**src/rtl/grid_dump.sv**
```systemverilog
// rtl/grid_dump.sv - snapshots solved tile values and streams them out one tile per beat (GRID_DUMP_ASCII_EN selects ASCII out_data)
module grid_dump #(
    parameter int ORD = 3,
    parameter int DW  = $clog2(ORD*ORD+1)
) (
    input  logic                              clock,
    input  logic                              reset,
    input  logic                              start,
    input  logic                              grid_done,
    input  logic                              grid_success,
    input  logic [ORD*ORD*ORD*ORD*ORD*ORD-1:0] values,
    output logic                              busy,
    output logic                              out_valid,
    input  logic                              out_ready,
`ifdef GRID_DUMP_ASCII_EN
    output logic [7:0]                        out_data,
`else
    output logic [DW-1:0]                     out_data,
`endif
    output logic [$clog2(ORD*ORD)-1:0]        out_row,
    output logic [$clog2(ORD*ORD)-1:0]        out_col,
    output logic                              out_last,
    output logic                              out_bad,
    output logic                              fail,
    output logic                              finished
);

    localparam int LEN  = ORD*ORD;
    localparam int AREA = LEN*LEN;
    localparam int CW   = $clog2(LEN);
    localparam int IW   = $clog2(AREA);
    localparam logic [CW-1:0] COL_MAX = CW'(LEN-1);
    localparam logic [IW-1:0] IDX_MAX = IW'(AREA-1);

    typedef enum logic [1:0] {S_IDLE, S_WAIT, S_SEND} state_t;

    state_t              state, state_next;
    logic [AREA*LEN-1:0] snap;
    logic [IW-1:0]       idx;
    logic [CW-1:0]       row, col;
    logic                fail_q, finished_q;
    logic                load, fail_set, xfer, last;
    logic [LEN-1:0]      tile;
    logic [DW-1:0]       digit;
    logic                multi;

    always_ff @(posedge clock or negedge reset) begin
        if (!reset) state <= S_IDLE;
        else        state <= state_next;
    end

    always_comb begin
        state_next = state;
        load       = 1'b0;
        fail_set   = 1'b0;
        case (state)
            S_IDLE: if (start) state_next = S_WAIT;
            S_WAIT: begin
                if (grid_done) begin
                    if (grid_success) begin
                        load       = 1'b1;
                        state_next = S_SEND;
                    end else begin
                        fail_set   = 1'b1;
                        state_next = S_IDLE;
                    end
                end
            end
            S_SEND: if (out_ready && last) state_next = S_IDLE;
            default: state_next = S_IDLE;
        endcase
    end

    assign xfer = (state == S_SEND) && out_ready;
    assign last = (idx == IDX_MAX);

    // Counters return to zero after the final beat so the next dump starts clean.
    always_ff @(posedge clock or negedge reset) begin
        if (!reset) begin
            snap       <= '0;
            idx        <= '0;
            row        <= '0;
            col        <= '0;
            fail_q     <= 1'b0;
            finished_q <= 1'b0;
        end else begin
            fail_q     <= fail_set;
            finished_q <= xfer && last;
            if (load) begin
                snap <= values;
                idx  <= '0;
                row  <= '0;
                col  <= '0;
            end else if (xfer) begin
                if (last) begin
                    idx <= '0;
                    row <= '0;
                    col <= '0;
                end else begin
                    idx <= idx + 1'b1;
                    if (col == COL_MAX) begin
                        col <= '0;
                        row <= row + 1'b1;
                    end else begin
                        col <= col + 1'b1;
                    end
                end
            end
        end
    end

    assign tile  = snap[idx*LEN +: LEN];
    assign multi = |(tile & (tile - LEN'(1)));

    // Scanning downward lets the lowest set bit win on malformed tiles.
    always_comb begin
        digit = '0;
        for (int k = LEN-1; k >= 0; k--) begin
            if (tile[k]) digit = DW'(k+1);
        end
    end

`ifdef GRID_DUMP_ASCII_EN
    logic [7:0] ascii;
    always_comb begin
        ascii = 8'h2E;
        if (digit == '0)           ascii = 8'h2E;
        else if (digit <= DW'(9))  ascii = 8'h30 + 8'(digit);
        else                       ascii = 8'h37 + 8'(digit);
    end
    assign out_data = out_valid ? ascii : 8'h00;
`else
    assign out_data = out_valid ? digit : '0;
`endif

    assign busy      = (state != S_IDLE);
    assign out_valid = (state == S_SEND);
    assign out_row   = out_valid ? row : '0;
    assign out_col   = out_valid ? col : '0;
    assign out_last  = out_valid && last;
    assign out_bad   = out_valid && multi;
    assign fail      = fail_q;
    assign finished  = finished_q;

endmodule

```
**config.mk**
```make
export PLATFORM = sky130hd
export DESIGN_NAME = grid_dump
export DESIGN_NICKNAME = d
export VERILOG_FILES = /design/src/rtl/grid_dump.sv
export SDC_FILE = /design/constraint.sdc
export NUM_CORES = 2
export LEC_CHECK = 0
export CAP_MARGIN = 20
export CORE_AREA = 2 2 296 298
export DETAILED_ROUTE_END_ITERATION = 12
export DIE_AREA = 0 0 298 300
export GPL_TIMING_DRIVEN = 0
export PLACE_DENSITY = 0.76
export SETUP_SLACK_MARGIN = 0.05
export SLEW_MARGIN = 20
export SYNTH_ARGS = -nofsm -noshare
export SYNTH_HDL_FRONTEND = slang
export SYNTH_SLANG_ARGS = --single-unit
```
**constraint.sdc**
```tcl
create_clock -name clock -period 4.54 [get_ports clock]
set_input_delay 0.454 -clock clock [delete_from_list [all_inputs] [get_ports clock]]
set_output_delay 0.454 -clock clock [all_outputs]
set_load 0.02 [all_outputs]
```
==> impl_metrics.toml <==
[status]
status = "finished with violations"
violations = "setup timing"

[yosys]
synth_edf_count = 0
yosys.area.top_type = "dfrtp_1"
ys_warn_count = 0
synth_flop_cell = "dfrtp_1"
syn_area_sq_mm = 0.0345
synth_top_area_frac = 0.543
synthTopCellsByArea = "dfrtp_1, nand2_1, mux4_2"
postSynthCellCount = 3787
synthArstFlopShare = 1.00
syn_nets = 4527
ys_seq_area_frac = 0.543
syn_avg_cell_area_sq_um = 9.10
synth.distinct_cells = 71
synth_seq_cells = 748

[power_and_ir_drop]
power_density_mw_per_mm2 = 646
leakage_nw = 23.1
ir_drop_mv = 0.322
power_mw = 31.3

[clocking]
clock_latency_ns = 0.63
cts_sinks = 748
cts_buffer_depth = 3
cts_tree = "built"
numCtsBuffers = 80
htreeDepth = 3
cts-root-buf = "clkbuf_16"
cts.clk_slew.worst_paths_ns = 0.06

[worst_setup_path]
cp-end-kind = "output port"
reg2regPathDepth = 13
start_kind = "flop"
crit_fanout = 10
path_class = "flop to output port"
r2r_end = "row[3]"
arrival_ns = 4.40
regToRegSetupSlack_ns = 0.96
required_ns = 4.09
r2r_start = "idx[1]"
worstSetupStartpoint = "idx[1]"
crit_path_end = "out_bad"

[global_route]
track_usage = 0.363
grt_max_degree = 103
grt_pass1_vias = 32900
overflow = 0
grt_pass1_wl_um = 230000
antenna_found_initial = 24

[sta]
final-hold-violation-count = 0
worst_pin_slew_ns = 1.09
setup_violations = 3
grt_setup_unrepaired = "yes"
fmax_mhz = 206
min_period_ns = 4.85
fin_crit_sh = 1.07
setup_ws_ns = -0.314
relSlewSlack = 0.274
drv_slew = 0
finClkSkew_ns = 0.0203

[routing]
avgRoutedWirePerCell_um = 27.6
antenna_left = 0
drc = 0
wl_um = 164000
viasPerCell = 5.48
drt_first_pass_iters = 6
drtIter0Drc = 3754
vias = 32500

[final_layout]
layout_commonest_cell = "nand2_1"
num-nets-final = 5444
area_growth_pct = 40.5
drive_above_1_share = 0.106
mostFrequentLayoutCells = "nand2_1, dfrtp_1, clkdlybuf4s50_1, clkbuf_1, mux4_2"
fin_area_sq_mm = 0.0485

[placement]
dpl-instance-area_sq_mm = 0.0438
port_buffers = 752
place.gp.congestion = 0.946
dp_hpwl_um = 122000

[floorplanning]
die_width_um = 298
io_pins = 753
rows = 108
die_area_sq_mm = 0.0894
start_util = 0.400
die_y_um = 300
core-area_sq_mm = 0.0862

[job]
cap_violations = 0

[hold_path]
hp-class = "input pin to async pin"
==> repair_timing <==
action / 4_1_cts / 5_1_grt
setup buffers: 60 / 5
cloned: 3 / 2
pin swaps: 22 / 9
endpoints found under the setup margin: 6 / 5
hold buffers: 1 / 0
resized for setup: 256 / 21
hold endpoints to repair: 40 / 0
==> Yosys cell counts, types with 7 or more instances <==
| cell | instances |
|---|---|
| mux4_2 | 126 |
| nand2_1 | 2253 |
| mux4_1 | 10 |
| a31oi_1 | 7 |
| nor2_1 | 27 |
| nand3_1 | 21 |
| inv_1 | 11 |
| mux2i_1 | 112 |
| dfrtp_1 | 748 |
| buf_4 | 12 |
| a22oi_1 | 30 |
| a21oi_1 | 27 |
| o21ai_0 | 27 |
| a221oi_1 | 8 |
| buf_6 | 9 |
| buf_2 | 14 |
| clkbuf_1 | 185 |
| and2_1 | 12 |
| nand2b_1 | 8 |
| buf_1 | 15 |
| mux2_2 | 11 |
| o221ai_1 | 9 |
| o211ai_1 | 10 |
| nor2b_1 | 7 |
==> critical path, stage by stage, from the launching register on <==
cell       delay, ns
dfrtp_1         0.37
buf_6           0.19
buf_12          0.20
buf_8           0.21
clkbuf_8        0.26
buf_16          0.18
mux4_2          0.34
mux2i_4         0.21
o2111ai_1       0.21
o211ai_1        0.33
o211ai_1        0.25
maj3_2          0.35
nor4_2          0.29
o32ai_2         0.14
buf_4           0.19
==> through the flow <==
step           std cells  hold WS (ns)   util  TNS, ns  setup slack (ns)
2_1_floorplan       3787         0.158      -        0              1.08
3_3_place_gp        5694         0.451  0.504        -            -30.49
3_5_place_dp        5706         0.373  0.508    -6.76             -1.53
4_1_cts             5918         0.307  0.559   -0.621            -0.289
5_1_grt             5929         0.330  0.562   -0.836            -0.356
6_report            5936         0.308  0.562   -0.700            -0.314
==> worst min path at each step <==
stage,to,cells past startpoint
floorplan,col[0],0
global placement,snap[479],2
detailed placement,snap[366],1
CTS,snap[366],2
global route,snap[366],2
finish,snap[366],2
==> layer usage <==
layer  GRT usage  part of all wire  up-vias
li1            -                 -    14100
met1       0.454              0.37    16100
met2       0.586              0.47     1870
met3      0.0791             0.093      458
met4       0.204             0.064       28
met5           0            0.0011        -
==> final cells by class <==
cell class | count | area, sq um
diodes | 11 | 27.5
multi-input cells | 2789 | 15100
clock buffers | 116 | 2380
flip-flops and latches | 748 | 18700
repair buffers | 835 | 8660
inverters | 12 | 48.8
clock inverters | 32 | 415
plain buffers | 238 | 1710
fillers | 7632 | 37800
well taps | 1155 | 1450
==> sequential cells by signal, indices dropped and copies added (netlist names) <==
signal / flops
col: 4
fail: 1
finished: 1
idx: 7
row: 4
snap: 729
state: 2
==> cells by family (layout without fill, tap and decap cells) <==
family	count (synthesis)	after routing	synth area share
mux	259	259	0.126
compound gates	171	171	0.0348
flops	748	748	0.543
buf+inv	250	1233	0.0323
other cells	0	11	0
simple gates	2352	2352	0.262
fa+ha+maj	6	6	0.00210
xor+xnor	1	1	0.000254
==> power by group <==
part | internal [mW] | switching (mW)
combinational | 5.49 | 7.26
clock | 4.03 | 2.92
sequential | 9.74 | 1.85
Power figures use the tool's default switching activity.
